===== src/rtl/instruction_fetch.sv =====
// instruction_fetch: program counter and fetch stage for a 1024x32 instruction memory.
// Drives the word address, captures the combinationally read instruction into an
// instruction register, and presents it to decode with a valid flag. It handles
// sequential fetch, redirect, stall, a post-reset boot delay, and halt/resume.
//
// Optional feature: define INSTRUCTION_FETCH_COUNT_EN to build the delivered-instruction
// counter on fetch_count. Without it, fetch_count is tied to zero.
//
// Ports:
//   clock            in   sole clock, posedge
//   reset            in   synchronous, active-high
//   instr_in         in   32-bit word read from memory at addy, same cycle
//   stall            in   decode not ready; hold PC and IR
//   redirect         in   one-cycle flow change request
//   redirect_target  in   new PC when redirect is high
//   resume           in   one-cycle request to leave HALT
//   addy             out  memory address, equal to the PC register
//   ir               out  registered instruction
//   ir_pc            out  address ir was fetched from
//   ir_valid         out  ir holds a live instruction
//   halted           out  fetch is halted
//   fetch_count      out  instructions delivered (0 unless counter enabled)
module instruction_fetch #(
    parameter int unsigned ADDR_W      = 10,
    parameter int unsigned BOOT_CYCLES = 1,
    parameter logic [5:0]  HALT_OPCODE = 6'b111111
) (
    input  logic              clock,
    input  logic              reset,
    input  logic [31:0]       instr_in,
    input  logic              stall,
    input  logic              redirect,
    input  logic [ADDR_W-1:0] redirect_target,
    input  logic              resume,
    output logic [ADDR_W-1:0] addy,
    output logic [31:0]       ir,
    output logic [ADDR_W-1:0] ir_pc,
    output logic              ir_valid,
    output logic              halted,
    output logic [31:0]       fetch_count
);

    localparam int unsigned BOOT_W    = 4;
    localparam logic [BOOT_W-1:0] BOOT_LAST = BOOT_W'(BOOT_CYCLES - 1);

    typedef enum logic [1:0] {
        S_BOOT = 2'd0,
        S_RUN  = 2'd1,
        S_HALT = 2'd2
    } state_t;

    state_t              r_state;
    logic [BOOT_W-1:0]   r_boot_cnt;
    logic [ADDR_W-1:0]   r_pc;
    logic [31:0]         r_ir;
    logic [ADDR_W-1:0]   r_ir_pc;
    logic                r_ir_valid;
    logic                r_halted;

    state_t              w_state_nxt;
    logic [BOOT_W-1:0]   w_boot_cnt_nxt;
    logic [ADDR_W-1:0]   w_pc_nxt;
    logic [31:0]         w_ir_nxt;
    logic [ADDR_W-1:0]   w_ir_pc_nxt;
    logic                w_ir_valid_nxt;
    logic [ADDR_W-1:0]   w_pc_inc;

    assign w_pc_inc = r_pc + ADDR_W'(1);

    // State and datapath registers
    always_ff @(posedge clock) begin
        if (reset) begin
            r_state    <= S_BOOT;
            r_boot_cnt <= '0;
            r_pc       <= '0;
            r_ir       <= '0;
            r_ir_pc    <= '0;
            r_ir_valid <= 1'b0;
            r_halted   <= 1'b0;
        end else begin
            r_state    <= w_state_nxt;
            r_boot_cnt <= w_boot_cnt_nxt;
            r_pc       <= w_pc_nxt;
            r_ir       <= w_ir_nxt;
            r_ir_pc    <= w_ir_pc_nxt;
            r_ir_valid <= w_ir_valid_nxt;
            r_halted   <= (w_state_nxt == S_HALT);
        end
    end

    // Next-state and datapath selection; redirect outranks stall and halt detection
    always_comb begin
        w_state_nxt    = r_state;
        w_boot_cnt_nxt = r_boot_cnt;
        w_pc_nxt       = r_pc;
        w_ir_nxt       = r_ir;
        w_ir_pc_nxt    = r_ir_pc;
        w_ir_valid_nxt = r_ir_valid;

        unique case (r_state)
            S_BOOT: begin
                // Memory is initialising; all requests are ignored here
                w_pc_nxt       = '0;
                w_ir_valid_nxt = 1'b0;
                if (r_boot_cnt == BOOT_LAST) begin
                    w_state_nxt = S_RUN;
                end else begin
                    w_boot_cnt_nxt = r_boot_cnt + BOOT_W'(1);
                end
            end
            S_RUN: begin
                if (redirect) begin
                    w_pc_nxt       = redirect_target;
                    w_ir_valid_nxt = 1'b0;
                end else if (!stall) begin
                    w_ir_nxt       = instr_in;
                    w_ir_pc_nxt    = r_pc;
                    w_ir_valid_nxt = 1'b1;
                    if (instr_in[31:26] == HALT_OPCODE) begin
                        // PC parks on the halt instruction so resume continues after it
                        w_state_nxt = S_HALT;
                    end else begin
                        w_pc_nxt = w_pc_inc;
                    end
                end
            end
            S_HALT: begin
                w_ir_valid_nxt = 1'b0;
                if (redirect) begin
                    w_pc_nxt    = redirect_target;
                    w_state_nxt = S_RUN;
                end else if (resume) begin
                    w_pc_nxt    = w_pc_inc;
                    w_state_nxt = S_RUN;
                end
            end
            default: begin
                w_state_nxt = S_BOOT;
            end
        endcase
    end

`ifdef INSTRUCTION_FETCH_COUNT_EN
    logic [31:0] r_fetch_count;

    // Counts every RUN capture, including the halt instruction itself
    always_ff @(posedge clock) begin
        if (reset) begin
            r_fetch_count <= '0;
        end else if ((r_state == S_RUN) && !redirect && !stall) begin
            r_fetch_count <= r_fetch_count + 32'd1;
        end
    end

    assign fetch_count = r_fetch_count;
`else
    assign fetch_count = '0;
`endif

    assign addy     = r_pc;
    assign ir       = r_ir;
    assign ir_pc    = r_ir_pc;
    assign ir_valid = r_ir_valid;
    assign halted   = r_halted;

endmodule


===== config.mk =====
export PLATFORM = sky130hd
export DESIGN_NAME = instruction_fetch
export DESIGN_NICKNAME = d
export VERILOG_FILES = /design/src/rtl/instruction_fetch.sv
export SDC_FILE = /design/constraint.sdc
export NUM_CORES = 1
export LEC_CHECK = 0
export CAP_MARGIN = 25
export CELL_PAD_IN_SITES_DETAIL_PLACEMENT = 0
export CELL_PAD_IN_SITES_GLOBAL_PLACEMENT = 1
export CORE_MARGIN = 2
export CORE_UTILIZATION = 31
export CTS_CLUSTER_SIZE = 20
export DETAILED_ROUTE_END_ITERATION = 7
export PLACE_DENSITY_LB_ADDON = 0.3
export SLEW_MARGIN = 10
export SYNTH_ARGS = -nofsm -noshare
export SYNTH_HDL_FRONTEND = slang
export SYNTH_SLANG_ARGS = --single-unit

===== constraint.sdc =====
create_clock -name clock -period 3.2 [get_ports clock]
set_input_delay 0.64 -clock clock [delete_from_list [all_inputs] [get_ports clock]]
set_output_delay 0.64 -clock clock [all_outputs]
set_load 0.01 [all_outputs]

# Word level (Yosys, flattened, before mapping)
# Index checks and enable logic that the tools add are counted.
dict set report classes {
  n_addsub 2
  n_mul 0
  div_mod_pow 0
  order_cmp 0
  n_eq_ne 7
  n_shift 0
  n_mux 16
  bitwise_logic 3
  reduce_logical 9
}
# op n
set op_table {}
lappend op_table {{$mux 10} 5}
lappend op_table {{$pmux 10 s3} 1}
lappend op_table {{$mux 2} 6}
lappend op_table {{$add 10x1->10 const B} 1}
lappend op_table {{$ne 3x3->1 const B} 3}
lappend op_table {{$eq 6x6->1 const B} 1}
lappend op_table {{$pmux 2 s3} 1}
lappend op_table {{$add 4x1->4 const B} 1}
lappend op_table {{$eq 2x2->1 const B} 2}
lappend op_table {{$logic_not 4->1} 1}
lappend op_table {{$reduce_and 2->1} 2}
lappend op_table {{$reduce_and 4->1} 1}
lappend op_table {{$not 1->1} 3}
lappend op_table {{$reduce_and 3->1} 1}
lappend op_table {{$reduce_bool 3->1} 1}
lappend op_table {{$eq 2x1->1 const B} 1}
lappend op_table {{$logic_not 2->1} 1}
lappend op_table {{$mux 1} 2}
lappend op_table {{$pmux 1 s2} 1}
lappend op_table {{$reduce_bool 2->1} 1}
lappend op_table {{$reduce_or 2->1} 1}
dict set report totals {
  regBits 60
  latchBits 0
  ramBits 0
  mem_bits_ro 0
  in_bits 47
  out_inout_bits 86
  word_cells 44
  n_memories 0
}

# Logic depth before layout (Yosys ltp)
dict set report depth {
  ltp_word 6
  mapped_depth 8
  depth_no_buf 7
}

# Worst setup path after synthesis
# Ideal clock, no wire load.
dict set report synth_timing {
  kind {input to register}
  start {input redirect}
  end {register r_ir_pc[6], in the netlist ir_pc[6]}
  setup_time_ns 0.135
  arrival_ns 1.605
  required_time_ns 3.065
  path_slack_ns 1.461
  cell_stages 6
  cell_sequence {buf_6 -> or3b_2 -> buf_2 -> buf_6 -> nand2_1 -> a21oi_1}
}
dict set report synth_via {
  elab_chain_cells 2
}
# element line
set synth_lines {}
lappend synth_lines {{start, declared} 32} ;# input logic redirect,
lappend synth_lines {{$not 1->1 (no source line)} -}
lappend synth_lines {{$reduce_and 3->1 (no source line)} -}
lappend synth_lines {{end signal, assigned} 85} ;# r_ir_pc <= w_ir_pc_nxt;
lappend synth_lines {{end, declared} 56} ;# logic [ADDR_W-1:0] r_ir_pc;
# No other way between the ends.
# A chain may end at the register's enable or synchronous reset.

# Worst setup path in the final report
dict set report layout_timing {
  start {input redirect}
  end {register r_pc[0], in the netlist addy[0]}
}
dict set report layout_via {
  elab_chain_cells 2
  elab_cells_between_ends 7
  cone_classes {3 x eq/ne; 3 x mux; 1 x reduce/logical}
}
# element line
set layout_lines {}
lappend layout_lines {{$ne 3x3->1 (no source line) (tied with other cells)} -}
lappend layout_lines {{$reduce_and 4->1 (no source line) or $pmux 10 s3 (tied branches)} -}
lappend layout_lines {{end signal, assigned} 83} ;# r_pc <= w_pc_nxt;
lappend layout_lines {{end, declared} 54} ;# logic [ADDR_W-1:0] r_pc;
# Parallel ways exist; a longest one is shown, timed or not.

==> qor.log <==
qor: cts.worst_setup_hold_path_clk_slew 70 ps
qor: cts.clk_latency 330 ps
qor: timing.maxClockFrequency 0.452 GHz
qor: die.row_count 35
qor: timing.final_number_of_hold_violating_endpoints 0
qor: logic_synthesis.post_synth_inst_count 355
qor: grt.grt_start_max_net_pins 43
qor: worst_setup_path.path_cells clkdlybuf4s50_1, and4b_1, nand4_2, a31o_1, a31oi_1, a311oi_2
qor: logic_synthesis.number_of_distinct_library_cell_variants_in_the_gate_level_netlist_after_synthesis 47
qor: logic_synthesis.synth_area_leaders sky130_fd_sc_hd__dfxtp_1 (42%), sky130_fd_sc_hd__nand2_1 (12%), sky130_fd_sc_hd__a21oi_1 (9.5%), sky130_fd_sc_hd__buf_4 (8.3%), sky130_fd_sc_hd__ha_1 (3.0%)
qor: die.fp.dieArea 10100 um2
qor: detailed_routing.drt_iter0_markers 104
qor: job.timing.max_cap.violations 0
qor: timing.final.period_utilization 69.1%
qor: detailed_routing.drt_drc_violations_left 0
qor: timing.max-slew-margin-rel 38.4%
qor: detailed_routing.route.final.wire_length 7020 um
qor: layout.antenna_cells_inserted 0
qor: timing.grt_setup_unrepaired false
qor: timing.setup_tns_final 0 ps
qor: logic_synthesis.dominantRegCellSynth sky130_fd_sc_hd__dfxtp_1
qor: placed_design.weighted_congestion_at_the_end_of_routability_driven_global_placement 0.799
qor: die.design.core.area 9150 um2
qor: timing.timing_worst_slew_pin_value 925 ps
qor: logic_synthesis.avgSynthCellArea 8.12 um2
qor: logic_synthesis.synth.yosys.seq_area_share 41.6%
qor: die.initial_utilization 31.5%
qor: grt.wire_length_of_the_first_global_routing_pass 11400 um
qor: run_status.run_status finished clean
qor: die.fp.dieW 100 um
qor: grt.gr-total-overflow 0
qor: worst_setup_path.cp_data_arrival_time 2460 ps
qor: cts.ctsLongestPathBuffers 2
qor: logic_synthesis.synth_register_bits 60
qor: logic_synthesis.post_synth_arst_share 0%
qor: pwr.cellPowerDensity 449 nW/um2
qor: detailed_routing.viasPerCell 4.55
qor: cts.cts.repair.resized 0
qor: grt.grt_antenna_before_repair 0
qor: timing.number_of_pins_with_negative_max_slew_slack_in_the_final_report 0
qor: detailed_routing.firstDrtPassIters 4
qor: logic_synthesis.synth_top_area_share 41.6%
qor: die.die_height 100 um
qor: logic_synthesis.synth_common_cells sky130_fd_sc_hd__nand2_1 (96), sky130_fd_sc_hd__dfxtp_1 (60), sky130_fd_sc_hd__a21oi_1 (55)
qor: pwr.peakVddDrop 0.000218 V
qor: logic_synthesis.yosysWarnings 0
qor: layout.num-fill-cells 956
qor: placed_design.dp_hpwl 4920 um
qor: grt.first_global_vias 2444
qor: cts.cts_root_buffer sky130_fd_sc_hd__clkbuf_8
qor: layout.area_growth_syn_to_layout 38.4%
qor: layout.final_design_area_no_fill 3990 um2
qor: worst_hold_path.hold_path.class reg2reg
qor: cts.tritoncts done
qor: logic_synthesis.number_of_flops_mapped_to_enable_cells_by_yosys 0
qor: cts.htree_levels 3
qor: worst_setup_path.crit_fanout 11
qor: cts.cts-hold-fix-buffers 0
qor: worst_setup_path.critPathTopFamily compound AO/OA/AOI/OAI gates
qor: cts.cts_buffers 9
qor: cts.cts_sinks 60
qor: worst_setup_path.critPathCaptureType flip-flop
qor: logic_synthesis.synth_top_cell_by_area sky130_fd_sc_hd__dfxtp_1
qor: detailed_routing.dr_total_vias 2561
qor: timing.final-setup-viol-count 0
qor: worst_setup_path.slowest_stage sky130_fd_sc_hd__clkdlybuf4s50_1
qor: detailed_routing.drt.antenna.violating_nets 0
qor: pwr.power.static_leakage 0.00146 uW
qor: timing.finalClockSkew 5.36 ps
qor: grt.globalRouteTotalUtil 14.1%
qor: cts.cts_setup_buffers 0
qor: placed_design.placed_area 3800 um2
qor: worst_setup_path.critPathLaunchType input port
qor: layout.final_layout_net_count 502
qor: detailed_routing.wl_per_cell 12.5 um
qor: logic_synthesis.post_synth_instance_area 2880 um2
qor: worst_setup_path.data_required_time_at_the_worst_endpoint 3450 ps
qor: worst_setup_path.critical-path-max-stage-delay 600 ps
qor: placed_design.port_buffers 100
qor: die.boundaryPins 133
qor: worst_setup_path.critical_path.n_buffers_inverters 1
qor: layout.drive_above_1_share 7.74%
qor: timing.finalCriticalPeriod 2210 ps
qor: worst_setup_path.crit_path_kind in2reg
qor: logic_synthesis.cell_with_the_most_instances_after_synthesis sky130_fd_sc_hd__nand2_1
==> layout make-up <==
| class | instances | area, um2 | area share, % |
|---|---|---|---|
| clock inverters | 5 | 52.6 | 1.32 |
| clock buffers | 10 | 138 | 3.45 |
| repair buffers | 105 | 1030 | 25.9 |
| flip-flops and latches | 60 | 1200 | 30.1 |
| well taps | 111 | 139 | 3.48 |
| inverters | 6 | 22.5 | 0.564 |
| multi-input cells | 266 | 1410 | 35.2 |
==> state kept, by name, indices dropped and copies added (netlist names) <==
register and cells:
ir_pc 10, r_boot_cnt 4, ir_valid 1, halted 1, ir 32, r_state 2, addy 10
==> final timing paths <==
check / slack, ps / cells past startpoint / start / end
hold reg to reg: 450 / 2 / ir[8] / ir[8]
setup / recovery: 990 / 6 / redirect / addy[0]
setup reg to reg: 1140 / 5 / r_state[1] / ir_pc[9]
hold / removal: 450 / 2 / ir[8] / ir[8]
==> metal layers <==
metal | GRT usage (%) | wire length [um] | vias to the layer above
li1 | - | - | 1298
met3 | 4.99 | 543 | 10
met4 | 4.64 | 85 | 0
met5 | 0 | 0 | -
met2 | 22.7 | 3120 | 83
met1 | 17.6 | 3270 | 1170
==> cells in the final DEF (no fill, tap or decap), drive strengths merged, types with 2 or more instances in the layout <==
cell type and instances:
inv 6, conb 32, clkinv 3, nor2b 3, nand2b 8, a31oi 2
nor3 4, a21oi 56, xnor2 4, buf 6, clkbuf 10, nand2 96
o2111ai 5, a21o 2, xor2 4, nor2 12, ha 7, a211oi 2
nand3b 2, clkdlybuf4s50 99, dfxtp 60, nand3 3, nor3b 2, o21ai 4
nand4 4
==> worst reg2reg max path: cells and delay by family (launching register included) <==
family                   cells  cell delay (ps)
AND/OR/NAND/NOR              2             1060
flip-flops                   1              340
adder cells (fa/ha/maj)      1              340
buffers and inverters        1              110
AO/OA/AOI/OAI                1               70
==> report_power, final <==
group          switching, uW  internal, uW
registers               32.5           779
clock network            287           372
logic                    168           156
total                    487          1310
==> through the flow <==
stage          setup slack (ps)  hold slack, ps  total power (uW)  std cells  utilization (%)
5_1_grt                     873             475              1890        563             43.6
4_1_cts                    1000             456              1830        563             43.6
3_3_place_gp                687             440              1150        548             41.5
2_1_floorplan              1460             480              1040        386                -
3_5_place_dp                661             445              1150        548             41.5
6_report                    988             452              1790        563             43.6
==> logic make-up after synthesis <==
family | after synthesis | synth area share [%]
AND/OR/NAND/NOR | 139 | 22.0
AO/OA/AOI/OAI | 78 | 16.2
flip-flops | 60 | 41.6
buffers and inverters | 60 | 13.8
XOR/XNOR | 8 | 2.43
adder cells (fa/ha/maj) | 7 | 3.04
multiplexers | 2 | 0.738
other | 1 | 0.130
Note: power is estimated with default switching activity, not from simulation.
